[config.mk]
export PLATFORM = sky130hd
export DESIGN_NAME = multicycle_ctrl_flat
export DESIGN_NICKNAME = d
export VERILOG_FILES = /design/src/rtl/multicycle_ctrl_if.sv /design/src/rtl/multicycle_ctrl.sv /design/src/flat_wrapper.sv
export SDC_FILE = /design/constraint.sdc
export NUM_CORES = 1
export LEC_CHECK = 0
export ABC_AREA = 1
export CAP_MARGIN = 20
export CELL_PAD_IN_SITES_DETAIL_PLACEMENT = 0
export CELL_PAD_IN_SITES_GLOBAL_PLACEMENT = 1
export CORE_UTILIZATION = 34
export DETAILED_ROUTE_END_ITERATION = 10
export PLACE_DENSITY_LB_ADDON = 0.12
export SYNTH_ARGS = -nofsm -noshare
export SYNTH_HDL_FRONTEND = slang
export SYNTH_SLANG_ARGS = --single-unit
[constraint.sdc]
create_clock -name clk -period 2.1 [get_ports clk]
set_clock_uncertainty 0.15 [all_clocks]
set_input_delay 0.42 -clock clk [delete_from_list [all_inputs] [get_ports clk]]
set_output_delay 0.42 -clock clk [all_outputs]
set_load 0.02 [all_outputs]
[src/rtl/multicycle_ctrl_if.sv]
// rtl/multicycle_ctrl_if.sv - control/datapath signal bundle for the multicycle MIPS controller
interface multicycle_ctrl_if #(
  parameter int CNT_W = 32
);
  logic             run;
  logic [5:0]       opcode;
  logic             zero;
  logic             mem_ready;
  logic             pc_en;
  logic [1:0]       pc_src;
  logic             ir_write;
  logic             reg_dst;
  logic             reg_write;
  logic             mem_to_reg;
  logic             alu_src_a;
  logic [1:0]       alu_src_b;
  logic [1:0]       alu_op;
  logic             mem_read;
  logic             mem_write;
  logic             instr_done;
  logic             illegal;
  logic             mem_timeout;
  logic [CNT_W-1:0] retired;
  logic [3:0]       state;

  // Controller side
  modport master (
    input  run, opcode, zero, mem_ready,
    output pc_en, pc_src, ir_write, reg_dst, reg_write, mem_to_reg,
           alu_src_a, alu_src_b, alu_op, mem_read, mem_write,
           instr_done, illegal, mem_timeout, retired, state
  );

  // Datapath / environment side
  modport slave (
    output run, opcode, zero, mem_ready,
    input  pc_en, pc_src, ir_write, reg_dst, reg_write, mem_to_reg,
           alu_src_a, alu_src_b, alu_op, mem_read, mem_write,
           instr_done, illegal, mem_timeout, retired, state
  );
endinterface

[src/rtl/multicycle_ctrl.sv]
// rtl/multicycle_ctrl.sv - Moore FSM sequencing a multicycle MIPS datapath
module multicycle_ctrl #(
  parameter int MEM_WAIT_MAX = 15,
  parameter int CNT_W        = 32
) (
  input  logic                clk,
  input  logic                rst,
  multicycle_ctrl_if.master   bus
);

  typedef enum logic [3:0] {
    S_IDLE     = 4'd0,
    S_FETCH    = 4'd1,
    S_DECODE   = 4'd2,
    S_MEM_ADDR = 4'd3,
    S_MEM_RD   = 4'd4,
    S_MEM_WB   = 4'd5,
    S_MEM_WR   = 4'd6,
    S_EXEC_R   = 4'd7,
    S_R_WB     = 4'd8,
    S_BRANCH   = 4'd9,
    S_JUMP     = 4'd10,
    S_EXEC_I   = 4'd11,
    S_I_WB     = 4'd12,
    S_ERROR    = 4'd15
  } state_t;

  localparam logic [5:0] OP_RTYPE = 6'b000000;
  localparam logic [5:0] OP_LW    = 6'b100011;
  localparam logic [5:0] OP_SW    = 6'b101011;
  localparam logic [5:0] OP_BEQ   = 6'b000100;
  localparam logic [5:0] OP_J     = 6'b000010;
  localparam logic [5:0] OP_ADDI  = 6'b001000;

  // Wait counter only needs to reach MEM_WAIT_MAX; it saturates when the timeout is disabled.
  localparam int                WAIT_W   = (MEM_WAIT_MAX < 2) ? 1 : $clog2(MEM_WAIT_MAX + 1);
  localparam logic [WAIT_W-1:0] WAIT_LIM = WAIT_W'(MEM_WAIT_MAX);
  localparam bit                WAIT_EN  = (MEM_WAIT_MAX != 0);

  state_t             state_q, state_d;
  logic [WAIT_W-1:0]  wait_q, wait_d, wait_inc;
  logic               illegal_q, illegal_d;
  logic               timeout_q, timeout_d;
  logic [CNT_W-1:0]   retired_q, retired_d;

  logic       pc_en;
  logic [1:0] pc_src;
  logic       ir_write;
  logic       reg_dst;
  logic       reg_write;
  logic       mem_to_reg;
  logic       alu_src_a;
  logic [1:0] alu_src_b;
  logic [1:0] alu_op;
  logic       mem_read;
  logic       mem_write;
  logic       instr_done;

  assign wait_inc = (wait_q == '1) ? wait_q : wait_q + WAIT_W'(1);

  // State, sticky flags, wait counter and retirement counter
  always_ff @(posedge clk) begin
    if (rst) begin
      state_q   <= S_IDLE;
      wait_q    <= '0;
      illegal_q <= 1'b0;
      timeout_q <= 1'b0;
      retired_q <= '0;
    end else begin
      state_q   <= state_d;
      wait_q    <= wait_d;
      illegal_q <= illegal_d;
      timeout_q <= timeout_d;
      retired_q <= retired_d;
    end
  end

  // Next-state and per-state datapath controls
  always_comb begin
    state_d    = state_q;
    wait_d     = wait_q;
    illegal_d  = illegal_q;
    timeout_d  = timeout_q;
    pc_en      = 1'b0;
    pc_src     = 2'b00;
    ir_write   = 1'b0;
    reg_dst    = 1'b0;
    reg_write  = 1'b0;
    mem_to_reg = 1'b0;
    alu_src_a  = 1'b0;
    alu_src_b  = 2'b00;
    alu_op     = 2'b00;
    mem_read   = 1'b0;
    mem_write  = 1'b0;
    instr_done = 1'b0;

    case (state_q)
      S_IDLE: begin
        if (bus.run) state_d = S_FETCH;
      end
      S_FETCH: begin
        ir_write  = 1'b1;
        pc_en     = 1'b1;
        alu_src_b = 2'b01;
        state_d   = S_DECODE;
      end
      S_DECODE: begin
        // Branch target is computed speculatively here into ALUOut
        alu_src_b = 2'b11;
        case (bus.opcode)
          OP_RTYPE:     state_d = S_EXEC_R;
          OP_LW, OP_SW: state_d = S_MEM_ADDR;
          OP_BEQ:       state_d = S_BRANCH;
          OP_J:         state_d = S_JUMP;
          OP_ADDI:      state_d = S_EXEC_I;
          default: begin
            state_d   = S_ERROR;
            illegal_d = 1'b1;
          end
        endcase
      end
      S_MEM_ADDR: begin
        alu_src_a = 1'b1;
        alu_src_b = 2'b10;
        // Only path into the memory states, so the wait counter is cleared here
        wait_d    = '0;
        state_d   = (bus.opcode == OP_LW) ? S_MEM_RD : S_MEM_WR;
      end
      S_MEM_RD: begin
        mem_read = 1'b1;
        if (bus.mem_ready) begin
          state_d = S_MEM_WB;
        end else begin
          wait_d = wait_inc;
          if (WAIT_EN && (wait_inc == WAIT_LIM)) begin
            state_d   = S_ERROR;
            timeout_d = 1'b1;
          end
        end
      end
      S_MEM_WB: begin
        reg_write  = 1'b1;
        mem_to_reg = 1'b1;
        instr_done = 1'b1;
      end
      S_MEM_WR: begin
        mem_write = 1'b1;
        if (bus.mem_ready) begin
          instr_done = 1'b1;
        end else begin
          wait_d = wait_inc;
          if (WAIT_EN && (wait_inc == WAIT_LIM)) begin
            state_d   = S_ERROR;
            timeout_d = 1'b1;
          end
        end
      end
      S_EXEC_R: begin
        alu_src_a = 1'b1;
        alu_op    = 2'b10;
        state_d   = S_R_WB;
      end
      S_R_WB: begin
        reg_write  = 1'b1;
        reg_dst    = 1'b1;
        instr_done = 1'b1;
      end
      S_BRANCH: begin
        alu_src_a  = 1'b1;
        alu_op     = 2'b01;
        pc_src     = 2'b01;
        pc_en      = bus.zero;
        instr_done = 1'b1;
      end
      S_JUMP: begin
        pc_en      = 1'b1;
        pc_src     = 2'b10;
        instr_done = 1'b1;
      end
      S_EXEC_I: begin
        alu_src_a = 1'b1;
        alu_src_b = 2'b10;
        state_d   = S_I_WB;
      end
      S_I_WB: begin
        reg_write  = 1'b1;
        instr_done = 1'b1;
      end
      S_ERROR: begin
        state_d = S_ERROR;
      end
      default: begin
        state_d = S_ERROR;
      end
    endcase

    // Instruction boundary: run is re-sampled on every retirement
    if (instr_done) state_d = bus.run ? S_FETCH : S_IDLE;
  end

  // Retirement count, wrapping naturally at 2^CNT_W
  always_comb begin
    retired_d = retired_q;
    if (instr_done) retired_d = retired_q + CNT_W'(1);
  end

  assign bus.pc_en       = pc_en;
  assign bus.pc_src      = pc_src;
  assign bus.ir_write    = ir_write;
  assign bus.reg_dst     = reg_dst;
  assign bus.reg_write   = reg_write;
  assign bus.mem_to_reg  = mem_to_reg;
  assign bus.alu_src_a   = alu_src_a;
  assign bus.alu_src_b   = alu_src_b;
  assign bus.alu_op      = alu_op;
  assign bus.mem_read    = mem_read;
  assign bus.mem_write   = mem_write;
  assign bus.instr_done  = instr_done;
  assign bus.illegal     = illegal_q;
  assign bus.mem_timeout = timeout_q;
  assign bus.retired     = retired_q;
  assign bus.state       = state_q;

endmodule

[src/flat_wrapper.sv]
// flat-port wrapper written by rule: the top's interface ports become plain ports
module multicycle_ctrl_flat 
#(
  parameter int MEM_WAIT_MAX = 15,
  parameter int CNT_W        = 32
)
  (clk, rst, bus_run, bus_opcode, bus_zero, bus_mem_ready, bus_pc_en, bus_pc_src, bus_ir_write, bus_reg_dst, bus_reg_write, bus_mem_to_reg, bus_alu_src_a, bus_alu_src_b, bus_alu_op, bus_mem_read, bus_mem_write, bus_instr_done, bus_illegal, bus_mem_timeout, bus_retired, bus_state);
  multicycle_ctrl_if #(.CNT_W(CNT_W)) bus_i ();
  input  logic clk;
  input  logic rst;
  input wire logic [$bits(bus_i.run)-1:0] bus_run;
  input wire logic [$bits(bus_i.opcode)-1:0] bus_opcode;
  input wire logic [$bits(bus_i.zero)-1:0] bus_zero;
  input wire logic [$bits(bus_i.mem_ready)-1:0] bus_mem_ready;
  output wire logic [$bits(bus_i.pc_en)-1:0] bus_pc_en;
  output wire logic [$bits(bus_i.pc_src)-1:0] bus_pc_src;
  output wire logic [$bits(bus_i.ir_write)-1:0] bus_ir_write;
  output wire logic [$bits(bus_i.reg_dst)-1:0] bus_reg_dst;
  output wire logic [$bits(bus_i.reg_write)-1:0] bus_reg_write;
  output wire logic [$bits(bus_i.mem_to_reg)-1:0] bus_mem_to_reg;
  output wire logic [$bits(bus_i.alu_src_a)-1:0] bus_alu_src_a;
  output wire logic [$bits(bus_i.alu_src_b)-1:0] bus_alu_src_b;
  output wire logic [$bits(bus_i.alu_op)-1:0] bus_alu_op;
  output wire logic [$bits(bus_i.mem_read)-1:0] bus_mem_read;
  output wire logic [$bits(bus_i.mem_write)-1:0] bus_mem_write;
  output wire logic [$bits(bus_i.instr_done)-1:0] bus_instr_done;
  output wire logic [$bits(bus_i.illegal)-1:0] bus_illegal;
  output wire logic [$bits(bus_i.mem_timeout)-1:0] bus_mem_timeout;
  output wire logic [$bits(bus_i.retired)-1:0] bus_retired;
  output wire logic [$bits(bus_i.state)-1:0] bus_state;
  assign bus_i.run = bus_run;
  assign bus_i.opcode = bus_opcode;
  assign bus_i.zero = bus_zero;
  assign bus_i.mem_ready = bus_mem_ready;
  assign bus_pc_en = bus_i.pc_en;
  assign bus_pc_src = bus_i.pc_src;
  assign bus_ir_write = bus_i.ir_write;
  assign bus_reg_dst = bus_i.reg_dst;
  assign bus_reg_write = bus_i.reg_write;
  assign bus_mem_to_reg = bus_i.mem_to_reg;
  assign bus_alu_src_a = bus_i.alu_src_a;
  assign bus_alu_src_b = bus_i.alu_src_b;
  assign bus_alu_op = bus_i.alu_op;
  assign bus_mem_read = bus_i.mem_read;
  assign bus_mem_write = bus_i.mem_write;
  assign bus_instr_done = bus_i.instr_done;
  assign bus_illegal = bus_i.illegal;
  assign bus_mem_timeout = bus_i.mem_timeout;
  assign bus_retired = bus_i.retired;
  assign bus_state = bus_i.state;
  multicycle_ctrl #(.MEM_WAIT_MAX(MEM_WAIT_MAX), .CNT_W(CNT_W)) u_core (.clk(clk), .rst(rst), .bus(bus_i));
endmodule
==> results of run 1 <==
[area by class of cell]
type | count | area (µm²)
timing repair buffer | 96 | 842.1
clock inverter | 3 | 45.04
multi-input combinational | 393 | 1790
fill | 873 | 3989
inverter | 35 | 136.4
sequential | 42 | 848.3
tap | 102 | 127.6
clock buffer | 5 | 68.82
[final timing paths]
check	from	to	slack, ps	cells after the start
max	u_core.bus.state[3]	bus_mem_write	90	5
min	u_core.bus.illegal	u_core.bus.illegal	320	1
max reg2reg	u_core.bus.state[3]	u_core.bus.retired[6]	180	11
min reg2reg	u_core.bus.illegal	u_core.bus.illegal	320	1
[logic make-up (layout without fill, tap and decap cells)]
| group | count (synthesis) | count (layout) |
|---|---|---|
| buffers and inverters | 46 | 139 |
| AO/OA/AOI/OAI | 57 | 57 |
| flip-flops | 42 | 42 |
| XOR/XNOR | 10 | 10 |
| adder cells (fa/ha/maj) | 2 | 2 |
| AND/OR/NAND/NOR | 324 | 324 |
[critical path, stage by stage (launching register included)]
cell	delay, ps
dfxtp_2	340
inv_2	110
nand2_2	110
nor2_2	150
buf_4	140
clkdlybuf4s15_1	290
[state kept, by name, summed over array words and instances, names as in the netlist]
signal / flops
u_core.bus.state: 4
u_core.bus.retired: 32
u_core.wait_q: 4
u_core.bus.illegal: 1
u_core.bus.mem_timeout: 1
[report_power, final]
part	total (mW)	switching, mW	leakage, nW	internal (mW)
registers	0.957	0.0820	0.341	0.875
logic	1.47	0.871	1.17	0.595
clock network	0.650	0.296	0.0504	0.354
[synthesized netlist by cell type, types with 3 or more instances]
library cell / number / share of area
nand4_1: 5 / 0.011
xor2_1: 8 / 0.025
inv_2: 4 / 0.0053
o21ai_0: 11 / 0.020
buf_4: 3 / 0.0080
nand2_2: 5 / 0.011
inv_1: 30 / 0.040
nand3b_1: 14 / 0.037
nand2_1: 193 / 0.26
nand3_1: 15 / 0.027
nor2_1: 79 / 0.11
dfxtp_1: 42 / 0.30
a21oi_1: 40 / 0.071
nor3_1: 5 / 0.0089
clkbuf_1: 5 / 0.0067
[through the flow]
stage / worst slack [ps] / total power, mW
final: 87.44 / 3.073
after global routing: 1.628 / 3.296
after CTS: 0.9351 / 3.103
after detailed placement: -230.0 / 2.472
after global placement: -219.5 / 2.470
after floorplan: 44.95 / 1.809
[timing repair]
action	CTS	global route
gates resized for setup	31	23
endpoints found under the setup margin	16	16
hold endpoints to repair	0	0
pin swaps	0	1
[per-layer routing]
layer,wire length [µm],share of wire,track usage,up-vias
met5,0,0,0,-
met4,50,0.0057,0.03974,0
met3,384,0.044,0.03202,5
met2,3750,0.43,0.3321,67
met1,4531,0.52,0.3193,1466
li1,-,-,-,1712
==> flow_summary_export.csv, run 1 <==
group,metric,value,unit
cts,clk_latency,300,ps
global_route,grt_pass1_wl,14.83,mm
worst_setup_path,start_kind,"flop",
placed_design,gp_congestion,0.8882,
detailed_routing,drt_wl_total,8.716,mm
cells_and_area,final_common_cell,"nand2_1",
worst_setup_path,worstPathArrival,1440,ps
floorplan,initial_core_util,0.3578,
sta,hold_ws,323.9,ps
synthesis,synth-compound-area-share,0.1052,
cells_and_area,area_growth,37.43,%
detailed_routing,routedWlPerCell,12.89,µm
global_route,grt_start_max_net_pins,20,
pwr,ir_drop,433.9,µV
cts,hold_buffers,0,
detailed_routing,drtIter0Drc,129,
hold_path,hold_class,"reg -> reg",
detailed_routing,drc,0,
cts,cts_tree,"done",
synthesis,synthesis.nets,494,
placed_design,placed_cells,668,
floorplan,die_area,0.008626,mm²
status,outcome,"finished clean",
synthesis,synthAdderAreaFrac,0.008913,
global_route,overflow,0,
worst_setup_path,crit_path_end_kind,"primary output",
sta,min_period,2013,ps
cts,cts_buffers,5,
detailed_routing,viasPerCell,4.808,
synthesis,synth-xor-area-share,0.03119,
placed_design,place_area,0.003762,mm²
cells_and_area,stdcell_area,0.003859,mm²
sta,hold_viol,0,
synthesis,seq_area_frac_synth,0.2995,
placed_design,portBuffers,63,
synthesis,synth_top_family_by_area,"simple AND/OR/NAND/NOR gates",
synthesis,synthSimpleGateAreaFrac,0.4822,
global_route,antenna_found_initial,0,
cells_and_area,fin_cells,676,
synthesis,synth.avg_cell_area,5.837,µm²
sta,setup_viol,0,
floorplan,core-area,0.007848,mm²
sta,tns,0,ps
sta,period_share,0.9584,
pwr,powerDensity,796.3,mW/mm²
cts,numClockSinks,42,
sta,slew_violations,0,
synthesis,synthArstFlopShare,0,
cts,htreeDepth,2,
sta,slew_headroom,0.7363,
cells_and_area,antenna_cells,0,
cells_and_area,layout_common_cells,"193 x nand2_1, 76 x nor2_1, 47 x clkdlybuf4s50_1, 40 x a21oi_1, 38 x dfxtp_1",
cts,ctsLongestPathBuffers,2,
cells_and_area,post-route-util,0.4917,
floorplan,pin_count,64,
detailed_routing,final_antenna_net_count,0,
synthesis,ys_types,30,
pwr,p_leak,1.558,nW
detailed_routing,dr.pass1.iters,4,
sta,rsz0062_at_grt,"false",
cts,cts_root_buf,"clkbuf_8",
synthesis,syn_inst,481,
floorplan,die_h,92.88,µm
cts,worst_setup_hold_path_clk_slew,90,ps
synthesis,synth_area,0.002808,mm²
detailed_routing,vias,3250,
synthesis,synthFlopType,"dfxtp_1",
worst_setup_path,required,1530,ps
global_route,grt_usage,0.2164,
synthesis,ys_warn_count,0,
worst_setup_path,criticalPathCategory,"reg -> out",
placed_design,dpl.hpwl,6.995,mm
cells_and_area,drive_gt1_frac,0.1376,
global_route,grt_pass1_vias,3028,
synthesis,synth_edf_count,0,
run,drv_cap,0,
sta,max_freq,496.9,MHz
synthesis,yosys_register_bits,42,
cells_and_area,final_net_count,586,
synthesis,muxShareOfSynthArea,0,
worst_setup_path,worstPathMaxFanout,5,
floorplan,rows,32,
cts,post-cts-setup-buffers,0,
floorplan,die_w,92.88,µm
sta,worstMarginPinSlew,394.0,ps
Power figures use the tool's default switching activity.
==> run 2, diff against run 1 <==
Settings changed: CTS_CLUSTER_SIZE set to 24.
==> results of run 2 <==
Same layout as run 1: the final DEF is identical, and so are final timing and power.
